**config.mk**
```make
export PLATFORM = sky130hd
export DESIGN_NAME = meta_info_broadcast_n
export DESIGN_NICKNAME = d
export VERILOG_FILES = /design/src/rtl/meta_info_broadcast_n.sv
export SDC_FILE = /design/constraint.sdc
export NUM_CORES = 1
export LEC_CHECK = 0
export ABC_AREA = 1
export CAP_MARGIN = 20
export CORE_MARGIN = 2
export CORE_UTILIZATION = 46
export CTS_CLUSTER_SIZE = 28
export DETAILED_ROUTE_END_ITERATION = 6
export PLACE_DENSITY = 0.86
export SYNTH_ARGS = -nofsm -noshare
export SYNTH_HDL_FRONTEND = slang
export SYNTH_SLANG_ARGS = --single-unit
export TNS_END_PERCENT = 100
```
**constraint.sdc**
```tcl
create_clock -name clk_i -period 2 [get_ports clk_i]
set_clock_uncertainty 0.2 [all_clocks]
set_input_delay 0.5 -clock clk_i [delete_from_list [all_inputs] [get_ports clk_i]]
set_output_delay 0.5 -clock clk_i [all_outputs]
set_load 0.01 [all_outputs]
```
**src/rtl/meta_info_broadcast_n.sv**
```systemverilog
// Fans one upstream meta-info descriptor out to NrConsumers stages, each with its own
// Depth-entry FIFO, so every consumer drains at its own pace.
module meta_info_broadcast_n #(
    parameter int unsigned NrConsumers = 2,
    parameter int unsigned Depth       = 2,
    parameter type         meta_glb_t  = logic,
    localparam int unsigned CntWidth   = $clog2(Depth + 1)
) (
    input  logic                                   clk_i,
    input  logic                                   rst_i,
    input  logic                                   flush_i,
    input  logic                                   meta_info_valid_i,
    output logic                                   meta_info_ready_o,
    input  meta_glb_t                              meta_info_i,
    input  logic      [NrConsumers-1:0]            meta_cons_mask_i,
    output logic      [NrConsumers-1:0]            cons_valid_o,
    input  logic      [NrConsumers-1:0]            cons_ready_i,
    output meta_glb_t [NrConsumers-1:0]            cons_o,
    output logic      [NrConsumers-1:0][CntWidth-1:0] cons_cnt_o,
    output logic                                   idle_o
);

    localparam int unsigned PtrWidth = (Depth > 1) ? $clog2(Depth) : 1;

    typedef logic [PtrWidth-1:0] ptr_t;
    typedef logic [CntWidth-1:0] cnt_t;

    localparam cnt_t CntFull = cnt_t'(Depth);
    localparam ptr_t PtrLast = ptr_t'(Depth - 1);

    ptr_t      wr_ptr_q [NrConsumers];
    ptr_t      rd_ptr_q [NrConsumers];
    cnt_t      cnt_q    [NrConsumers];
    meta_glb_t mem_q    [NrConsumers][Depth];

    logic                   accept;
    logic [NrConsumers-1:0] push_en;
    logic [NrConsumers-1:0] pop_en;

    function automatic ptr_t ptr_inc(input ptr_t p);
        return (p == PtrLast) ? '0 : p + ptr_t'(1);
    endfunction

    // Handshake: a transfer happens on an edge where valid and ready are both high.
    // Upstream ready looks only at flush, the mask and registered counts, never at
    // meta_info_valid_i or cons_ready_i; consumer valid is raised from the count alone
    // and holds with stable data until the consumer takes it.
    always_comb begin
        meta_info_ready_o = !flush_i;
        for (int k = 0; k < NrConsumers; k++) begin
            if (meta_cons_mask_i[k] && (cnt_q[k] == CntFull)) begin
                meta_info_ready_o = 1'b0;
            end
        end
    end

    assign accept = meta_info_valid_i & meta_info_ready_o;

    always_comb begin
        push_en = '0;
        pop_en  = '0;
        idle_o  = 1'b1;
        for (int k = 0; k < NrConsumers; k++) begin
            push_en[k]      = accept & meta_cons_mask_i[k];
            cons_valid_o[k] = (cnt_q[k] != '0);
            pop_en[k]       = cons_valid_o[k] & cons_ready_i[k] & !flush_i;
            cons_o[k]       = mem_q[k][rd_ptr_q[k]];
            cons_cnt_o[k]   = cnt_q[k];
            if (cnt_q[k] != '0) begin
                idle_o = 1'b0;
            end
        end
    end

    // Flush wins over any push or pop offered in the same cycle.
    always_ff @(posedge clk_i or posedge rst_i) begin
        if (rst_i) begin
            for (int k = 0; k < NrConsumers; k++) begin
                wr_ptr_q[k] <= '0;
                rd_ptr_q[k] <= '0;
                cnt_q[k]    <= '0;
            end
        end else begin
            for (int k = 0; k < NrConsumers; k++) begin
                if (flush_i) begin
                    wr_ptr_q[k] <= '0;
                    rd_ptr_q[k] <= '0;
                    cnt_q[k]    <= '0;
                end else begin
                    if (push_en[k]) begin
                        wr_ptr_q[k] <= ptr_inc(wr_ptr_q[k]);
                    end
                    if (pop_en[k]) begin
                        rd_ptr_q[k] <= ptr_inc(rd_ptr_q[k]);
                    end
                    case ({push_en[k], pop_en[k]})
                        2'b10:   cnt_q[k] <= cnt_q[k] + cnt_t'(1);
                        2'b01:   cnt_q[k] <= cnt_q[k] - cnt_t'(1);
                        default: cnt_q[k] <= cnt_q[k];
                    endcase
                end
            end
        end
    end

    // Storage needs no reset: entries are only visible once a count covers them.
    always_ff @(posedge clk_i) begin
        for (int k = 0; k < NrConsumers; k++) begin
            if (push_en[k]) begin
                mem_q[k][wr_ptr_q[k]] <= meta_info_i;
            end
        end
    end

    a_desc_stable: assert property (@(posedge clk_i) disable iff (rst_i)
        (meta_info_valid_i && !meta_info_ready_o && !flush_i)
            |=> (!meta_info_valid_i || $stable(meta_info_i)));

    for (genvar k = 0; k < NrConsumers; k++) begin : g_chk
        a_no_push_full: assert property (@(posedge clk_i) disable iff (rst_i)
            push_en[k] |-> (cnt_q[k] != CntFull));
        a_no_pop_empty: assert property (@(posedge clk_i) disable iff (rst_i)
            pop_en[k] |-> (cnt_q[k] != '0));
        a_cnt_range: assert property (@(posedge clk_i) disable iff (rst_i)
            cnt_q[k] <= CntFull);
    end

endmodule
```
### Word-level counts from Yosys, hierarchy flattened

Memory sizes are Yosys's and may differ from the RTL's.
Index checks and enable logic that the tools add are counted.

| operators by class | value |
|---|---|
| eq/ne operators | 6 |
| $lt $le $gt $ge | 6 |
| bitwise gates (word level) | 11 |
| $add $sub $neg | 8 |
| reduce and logical (&&, ||, !) cells | 13 |
| multiplexer cells | 34 |

Operator list:

| cell | count |
|---|---|
| 1-bit 2-to-1 mux | 26 |
| 2-bit nonzero test | 6 |
| 2-bit equality test (second input constant) | 4 |
| 2-bit >= comparator (second input constant) | 4 |
| 2-bit 2-to-1 mux | 4 |
| 1-bit inverter with 2-bit output | 4 |
| 2-bit one-hot mux with 2 select lines | 2 |
| 1-bit bitwise AND | 7 |
| 3-bit nonzero test | 2 |
| 1-bit adder (second input constant) | 4 |
| 2-bit by 1-bit adder with 2-bit output (second input constant) | 2 |
| 2-bit by 1-bit equality test with 1-bit output (second input constant) | 2 |
| 1-bit logical AND | 4 |
| 2-bit by 1-bit less-than comparator with 1-bit output (second input constant) | 2 |
| 2-bit by 1-bit subtractor with 2-bit output (second input constant) | 2 |
| 1-bit demux with 1-bit select | 2 |
| 1-bit logical NOT | 1 |

| word-level totals | value |
|---|---|
| output and inout bits | 10 |
| input bits | 9 |
| word-level logic and storage cells | 85 |
| bits in registers | 8 |
| bits in writable memories | 4 |
| memories | 1 |

Memory list:

| name | depth | width | rd ports | clocked after Yosys merged registers in | write ports | line | text |
|---|---|---|---|---|---|---|---|
| mem_q | 2 | 2 | 2 | 0 | 2 | 34 | `meta_glb_t mem_q [NrConsumers][Depth];` |

### Longest topological paths before layout

Gate-level depths: netlist (run 1).

| depth | value |
|---|---|
| depth after elaboration | 9 |
| mapped depth | 10 |

### Least setup slack after synthesis (run 1)

Ideal clock, no wire load.

| timing path | value |
|---|---|
| path kind | register -> output |
| start point | register cnt_q, in the netlist cons_cnt_o[2] |
| end point | output port idle_o |
| buffers on the path | 0 |
| path slack | 362 ps |
| arrival time | 938 ps |
| stages on the path, launching flop included | 3 |
| required time | 1,300 ps |
| path through | dfrtp_1 or2_1 nor2_1 |

| between the ends | value |
|---|---|
| word-level cells in the longest chain between the ends | 2 |

RTL lines:

| element | line | text |
|---|---|---|
| start, declared | 33 | `cnt_t cnt_q [NrConsumers];` |
| start signal, assigned by index | 97 | `2'b10: cnt_q[k] <= cnt_q[k] + cnt_t'(1);` |
| start signal, assigned by index | 98 | `2'b01: cnt_q[k] <= cnt_q[k] - cnt_t'(1);` |
| start signal, assigned by index | 99 | `default: cnt_q[k] <= cnt_q[k];` |
| 2-bit nonzero test | -- |  |
| via cons_valid_o[1] | 16 | `output logic [NrConsumers-1:0] cons_valid_o,` |
| 1-bit 2-to-1 mux | 69 | `if (cnt_q[k] != '0) begin` |
| end, declared | 20 | `output logic idle_o` |

The timed path passes the listed nets, and every way through them passes these cells.

### Worst setup path after layout (run 1)

| timing path | value |
|---|---|
| start point | register cnt_q, in the netlist cons_cnt_o[1] |
| end point | output port cons_cnt_o[1] (netlist bit) |

RTL lines:

| element | line | text |
|---|---|---|
| end, declared | 19 | `output logic [NrConsumers-1:0][CntWidth-1:0] cons_cnt_o,` |

No word-level cell between the ends.

==> metrics.md, run 1 <==
| Metric | Value |
|---|---|
| Status | completed |
| Antenna violations before repair | 0 |
| Lkg Pwr | between 0.5 and 0.6 nW |
| Share of cells above drive strength 1 | approximately 28% |
| Synth Area in Compound Gates | approximately 5.5% |
| CP required | 1.30 ns |
| Finish-stage setup viols | 0 |
| Max-slew violation count | 0 |
| Critical path buffer and inverter count | 1 |
| Syn Area/Cell | around 8.0 um^2 |
| 1st-iter DRT viols | 11 |
| Largest net degree at the start of global routing | 9 |
| Largest family of logic cells by synthesized area | simple AND/OR/NAND/NOR gates |
| Net count, final | 134 |
| # H-tree levels | 1 |
| Final Total Pwr | about 0.0006 W |
| Origin of the critical flop-to-flop path | cons_cnt_o[0]$_DFFE_PP0P_ |
| CP Launch Type | flip-flop |
| GR Overflow Total | 0 |
| Final Cycle Share | a little over nine tenths |
| # port buffers | 18 |
| # Max-Cap Violations | 0 |
| CP Max Fanout | 4 |
| RePlAce Congestion | approximately 0.8 |
| Die X | 43.7 um |
| Top delay family on crit path | buffers and inverters |
| TritonCTS clock tree | built |
| Total GRT Usage | 19.3% |
| Clock latency on the worst-skew pair | about 0.27 ns |
| Diode count | 0 |
| Crit-path cells | clkdlybuf4s50_1 |
| Placed cell areas | between 900 and 1000 um^2 |
| CP arrival | between 1 and 1.5 ns |
| CP max stage delay | around 0.55 ns |
| Vias | roughly 690 |
| Root Buffer | clkbuf_4 |
| Total iterations of the first detailed-routing run | 4 |
| Cell row count | 14 |
| CTS Buf Count | 3 |
| Synth Register Bits | 12 |
| Ys Warns | 0 |
| Post-Synth XOR/XNOR Area | around 1.2% |
| Avg WL per Cell | 11.7 um |
| Max Fclk | 521 MHz |
| Final hold violations | 0 |
| Worst slew margin | slightly below 80% |
| DPL Wire Length | roughly 1300 um |
| Period minus WS final | roughly 1.9 ns |
| Via density | around 5.0 |
| First-pass GRT wire length | 2680 um |
| Final Cell Area | slightly above 1000 um^2 |
| Die H | approximately 44 um |
| Crit-path slowest cell | clkdlybuf4s50_1 |
| Syn nets | between 90 and 100 |
| R2R setup slack | around 0.32 ns |
| VDD IR-drop max | ~420 uV |
| Synth Area in Simple Gates | 42.2% |
| Mux contribution to synthesized area | 0% |
| Starting Density | about half |
| Clock Tree Buf Depth | 2 |
| DIE AREA | 1910 um^2 |
| Synth Area in Adders | 0% |
| Commonest non-fill, non-tap cells in the layout | nand2_1 (27), buf_4 (12), inv_1 (10) |
| Final routed DRC violation total | 0 |
| Worst R2R Path Depth | 11 |
| Pwr Density | approximately 600 nW/um^2 |
| Reg-to-Reg End | cons_cnt_o[3]$_DFFE_PP0P_ |
| Seq/Total Area, Yosys | between 40% and 50% |
| Worst slew pin tran | around 0.34 ns |
| Most common cell after layout, fill and taps aside | nand2_1 |
| # IOs | 19 |
| Clock sink total | 12 |
| Synth cell types | 20 |
| Final setup margin | 0.0819 ns |
| Post-synthesis cell count | 90 |
| Fill count | around 130 |
| Class of the most critical setup path | reg2out |
| Setup TNS | 0 ns |
| Core area | between 1000 and 1500 um^2 |
| Fin util | 69.1% |
| Clock Pin Slew Worst Setup and Hold Paths | approximately 0.070 ns |
| CP endpoint kind | output port |
| Vias in the first global route | 656 |
| Layout area overhead | 42.2% |
| RSZ-0062 raised after global routing | no |
| WL final | approximately 1600 um |
| CTS Hold Bufs | 0 |
| DP Worst Slack | -0.480 ns |
| Detail Route Antenna Nets | 0 |
| Area of the mapped netlist | 723 um^2 |
| Min-delay worst type | in2async |
==> layer usage <==
| layer | vias up | share of wire, % | global-route usage [%] |
|---|---|---|---|
| met5 | - | 0 | 0 |
| li1 | 355 | - | - |
| met4 | 0 | 1.8 | 8.48 |
| met2 | 16 | 54 | 33.5 |
| met1 | 319 | 40 | 21.1 |
| met3 | 4 | 4.4 | 6.67 |
==> logic make-up after synthesis <==
group	count (synthesis)
and+or+nand+nor	56
buffers and inverters	13
DFF	12
AOI/OAI and AO/OA	8
xor gates and xnor gates	1
==> how the worst max path moves through the flow <==
| stage | startpoint | end | slack, ns | depth (start not counted) |
|---|---|---|---|---|
| 5_1_grt | cons_cnt_o[2]$_DFFE_PP0P_ | idle_o | 0.006 | 3 |
| 3_3_place_gp | meta_cons_mask_i[0] | meta_info_ready_o | -0.45 | 5 |
| 2_1_floorplan | cons_cnt_o[2]$_DFFE_PP0P_ | idle_o | 0.36 | 2 |
| 6_report | cons_cnt_o[1]$_DFFE_PP0P_ | cons_cnt_o[1] | 0.08 | 1 |
| 3_5_place_dp | meta_cons_mask_i[0] | meta_info_ready_o | -0.48 | 5 |
| 4_1_cts | cons_cnt_o[3]$_DFFE_PP0P_ | cons_valid_o[1] | 0.005 | 3 |
==> cells in the mapped netlist <==
cell      count  area [um^2]
nor2_2        3         18.8
nand2_1      27          101
nor2_8        1         20.0
nor2_1        7         26.3
o21ai_1       2         10.0
nand3_1       5         25.0
nand2_4       1         11.3
nand4_1       2         12.5
nand3_2       1         10.0
nand3b_1      1         7.51
xnor2_1       1         8.76
inv_1        11         41.3
o21ai_0       2         10.0
nand2_2       5         31.3
or2_1         1         6.26
inv_2         2         7.51
a21oi_1       4         20.0
edfxtp_1      4          120
nand3_4       2         35.0
dfrtp_1       8          200
==> per-stage QoR <==
| step | instances | hold slack [ns] |
|---|---|---|
| 6_report | 139 | 0.283 |
| 2_1_floorplan | 90 | 0.116 |
| 3_5_place_dp | 133 | 0.301 |
| 5_1_grt | 139 | 0.298 |
| 4_1_cts | 138 | 0.292 |
| 3_3_place_gp | 133 | 0.285 |
==> power breakdown <==
| group | switching [W] | internal, W | total, W |
|---|---|---|---|
| sequential | 0.00000938 | 0.000268 | 0.000278 |
| clock | 0.0000775 | 0.0000697 | 0.000147 |
| combinational | 0.000100 | 0.0000869 | 0.000187 |
==> state kept, by name, indices dropped and copies added, names as in the netlist <==
register and flops:
rd_ptr_q 2, mem_q 4, cons_cnt_o 4, wr_ptr_q 2
==> what timing repair did <==
action	in CTS	in global routing
gates resized for setup	18	4
pin swaps	3	1
setup buffers	2	1
setup endpoints to repair	8	4
hold endpoints to repair	0	0
==> layout make-up <==
class	instances	area [um^2]	share of cell area (%)
clock buffer	3	22.5	2.19
sequential	12	320	31.1
inverter	13	48.8	4.74
multi-input combinational	65	359	34.9
tap	16	20.0	1.95
timing repair buffer	30	258	25.1
No activity file was read; power rests on OpenSTA's default activity.
==> run 2, diff against run 1 <==
Settings changed: ABC_AREA 1 to 0, CORE_UTILIZATION 46 to 45, SLEW_MARGIN set to 20, TNS_END_PERCENT 100 to 10.
==> run 2 against run 1 <==
Compared with the run above: the run now ends with negative setup slack left; area after synthesis shrank 9.7%; fmax is 9.2% lower; first-iteration DRC count shrank 27%; die area fell by 7.0%; largest cell class unchanged; largest power group unchanged.
==> metrics.md, run 2 <==
| Metric | Value |
|---|---|
| Die H | 42.1 um (was 43.7 um) |
| Vias in the first global route | 611 (was 656) |
| CP Launch Point | cons_cnt_o[3]$_DFFE_PP0P_ (was cons_cnt_o[1]$_DFFE_PP0P_) |
| Vias | 612 (was 694) |
| Clock sink total | 12 (unchanged) |
| Lkg Pwr | 0.491 nW (was 0.545 nW) |
| Final setup margin | -0.113 ns (was 0.0819 ns) |
| CTS Buf Count | 3 (unchanged) |
| Die X | 42.1 um (was 43.7 um) |
| Async SR Flop Fraction | 66.7% (unchanged) |
| CP Launch Type | flip-flop (unchanged) |
| 1st-iter DRT viols | 8 (was 11) |
| DP Worst Slack | -0.572 ns (was -0.480 ns) |
| Detail Route Antenna Nets | 0 (unchanged) |
| Commonest non-fill, non-tap cells in the layout | buf_4 (15), dfrtp_1 (8), clkdlybuf4s50_1 (7) (was nand2_1 (27), buf_4 (12), inv_1 (10)) |
| # IOs | 19 (unchanged) |
| TritonCTS clock tree | built (unchanged) |
| Worst slew margin | 77.2% (about the same) |
| Origin of the critical flop-to-flop path | cons_cnt_o[3]$_DFFE_PP0P_ (was cons_cnt_o[0]$_DFFE_PP0P_) |
| Net count, final | 111 (was 134) |
| Final Cell Area | 1040 um^2 (was 1030 um^2) |
| Synth Register Bits | 12 (unchanged) |
| CP Max Fanout | 2 (was 4) |
| WL final | 1630 um (about the same) |
| Avg WL per Cell | 14.1 um (was 11.7 um) |
| Area of the mapped netlist | 653 um^2 (was 723 um^2) |
| Final Cycle Share | 106% (was 95.9%) |
| Area contributors post-synth | dfrtp_1 (31%), edfxtp_1 (18%), nor2_1 (4.0%) (was dfrtp_1 (28%), edfxtp_1 (17%), nand2_1 (14%)) |
| # H-tree levels | 1 (unchanged) |
| Period minus WS final | 2.11 ns (was 1.92 ns) |
| End of the critical path | cons_cnt_o[1]$_DFFE_PP0P_ (was cons_cnt_o[1]) |
| Number of synthesized flops with an enable pin | 4 (unchanged) |
| Max Fclk | 473 MHz (was 521 MHz) |
| # port buffers | 18 (unchanged) |
| WHS | 0.271 ns (was 0.283 ns) |
| First-pass GRT wire length | 2850 um (was 2680 um) |
| Via density | 5.28 (was 4.99) |
| Cell accounting for the most synthesized area | dfrtp_1 (unchanged) |
| CTS Hold Bufs | 0 (unchanged) |
| Synth cell types | 30 (was 20) |
| Final hold violations | 0 (unchanged) |
| Max-slew violation count | 0 (unchanged) |
| Status | complete, but fails checks (was completed) |
| # Max-Cap Violations | 0 (unchanged) |
| Primary FF master, synth | dfrtp_1 (unchanged) |
| Class of the most critical setup path | reg2reg (was reg2out) |
| Root Buffer | clkbuf_4 (unchanged) |
| Pwr Density | 536 nW/um^2 (was 595 nW/um^2) |
| Final routed DRC violation total | 0 (unchanged) |
| Share of cells above drive strength 1 | 40.6% (was 27.6%) |
| RePlAce Congestion | 0.805 (was 0.816) |
| Finish-stage setup viols | 6 (was 0) |
| Most common cell in the synthesized netlist | dfrtp_1 (was nand2_1) |
| CP endpoint kind | flip-flop (was output port) |
| Clock Tree Buf Depth | 2 (unchanged) |
| Layout area overhead | 59.4% (was 42.2%) |
| Seq/Total Area, Yosys | 49.0% (was 44.3%) |
| Syn nets | 71 (was 99) |
| Diode count | 0 (unchanged) |
| Total GRT Usage | 21.7% (was 19.3%) |
| RSZ-0062 raised after global routing | yes (was no) |
| Antenna violations before repair | 0 (unchanged) |
| GR Overflow Total | 0 (unchanged) |
| Min-delay worst type | in2async (unchanged) |
| DPL Wire Length | 1110 um (was 1310 um) |
| Reg-to-Reg End | cons_cnt_o[1]$_DFFE_PP0P_ (was cons_cnt_o[3]$_DFFE_PP0P_) |
| VDD IR-drop max | 271 uV (was 421 uV) |
| Share of the synthesized area in the top cell type | 30.7% (was 27.7%) |
| Syn Area/Cell | 10.5 um^2 (was 8.04 um^2) |
| Post-synthesis cell count | 62 (was 90) |
| Largest net degree at the start of global routing | 11 (was 9) |
| Starting Density | 49.0% (was 48.6%) |
| Core area | 1330 um^2 (was 1490 um^2) |
| CP required | 2.00 ns (was 1.30 ns) |
| R2R setup slack | -0.11 ns (was 0.32 ns) |
| Failing checks | negative setup slack |
| CP arrival | 2.11 ns (was 1.22 ns) |
| Ys Warns | 0 (unchanged) |
| Clock Pin Slew Worst Setup and Hold Paths | 0.08 ns (was 0.07 ns) |
| Cell row count | 13 (was 14) |
| Worst slew pin tran | 0.341 ns (was 0.342 ns) |
| DIE AREA | 1770 um^2 (was 1910 um^2) |
| Total iterations of the first detailed-routing run | 4 (unchanged) |
| Clock latency on the worst-skew pair | 0.27 ns (about the same) |
| Worst R2R Path Depth | 6 (was 11) |
| Most common cell after layout, fill and taps aside | buf_4 (was nand2_1) |
| Synth cell count leaders | dfrtp_1 (8), nor2_1 (7), nand2_1 (6) (was nand2_1 (27), inv_1 (11), dfrtp_1 (8)) |
| Placed cell areas | 937 um^2 (was 991 um^2) |
==> run 2: cell types whose count changed in the layout (fill, tap and decap cells not counted), sizes merged, moves of 4 or more <==
| cell | delta |
|---|---|
| nor2 | -4 |
| nor3 | +4 |
| inv | -11 |
| buf | +9 |
| nand3 | -7 |
| nand2 | -27 |
==> run 2: metrics by stage <==
step	utilization (%)	TNS, ns	std cells	power (W)
floorplan	-	-0.0115	62	0.000312
global placement	70.3	-4.27	106	0.000366
detailed placement	70.3	-4.61	106	0.000369
CTS	76.1	-0.532	115	0.000556
global route	78.0	-1.05	116	0.000580
finish	78.0	-0.364	116	0.000558
==> run 2: logic make-up (layout without fill, tap and decap cells) <==
family                 count (synthesis)  in the layout  synth area share, %
AND/OR/NAND/NOR                       32             32                 29.7
flip-flops                            12             12                 49.0
AO/OA/AOI/OAI                          8              8                 9.00
XOR/XNOR                               4              4                 5.36
multiplexers                           3              3                 4.98
buffers and inverters                  3             42                 1.92
==> run 2: area by class of cell <==
type	count	area, um^2
timing repair buffer	36	308
sequential	12	320
fill	95	293
tap	15	18.8
clock buffer	4	36.3
multi-input combinational	47	350
inverter	2	7.51
==> run 2: per-layer routing <==
metal | vias up | wire length (um) | track usage, %
met1 | 291 | 682 | 24.7
li1 | 299 | - | -
met3 | 2 | 86 | 6.47
met5 | - | 0 | 0
met2 | 20 | 847 | 37.5
met4 | 0 | 15 | 9.38
==> run 2: worst max-delay path, cell delays in order (launching register included) <==
cell and delay, ns:
dfrtp_1 0.40, buf_6 0.12, and3b_2 0.21, buf_6 0.12, or3_4 0.36, or4b_4 0.47
a31oi_1 0.16
==> run 2: how the worst min path moves through the flow <==
stage / slack [ns] / start / cells after the start / endpoint
2_1_floorplan: 0.12 / rst_i / 1 / cons_cnt_o[0]$_DFFE_PP0P_
3_3_place_gp: 0.34 / wr_ptr_q[1]$_DFFE_PP0P_ / 2 / wr_ptr_q[1]$_DFFE_PP0P_
3_5_place_dp: 0.36 / rd_ptr_q[0]$_DFFE_PP0P_ / 2 / rd_ptr_q[0]$_DFFE_PP0P_
4_1_cts: 0.29 / rst_i / 2 / rd_ptr_q[1]$_DFFE_PP0P_
5_1_grt: 0.31 / rst_i / 2 / wr_ptr_q[1]$_DFFE_PP0P_
6_report: 0.27 / rst_i / 2 / cons_cnt_o[0]$_DFFE_PP0P_
==> run 2: report_power, final <==
group	switching, W	internal [W]
Sequential	0.00000565	0.000262
Combinational	0.0000433	0.0000543
Clock	0.0000818	0.000111
Total	0.000131	0.000427
==> run 2: repair_timing <==
action                                  CTS  global route
endpoints found under the setup margin   15            14
buffers inserted                          5             1
endpoints found under the hold margin     0             0
pin swaps                                 6             7
gates resized for setup                  28             8
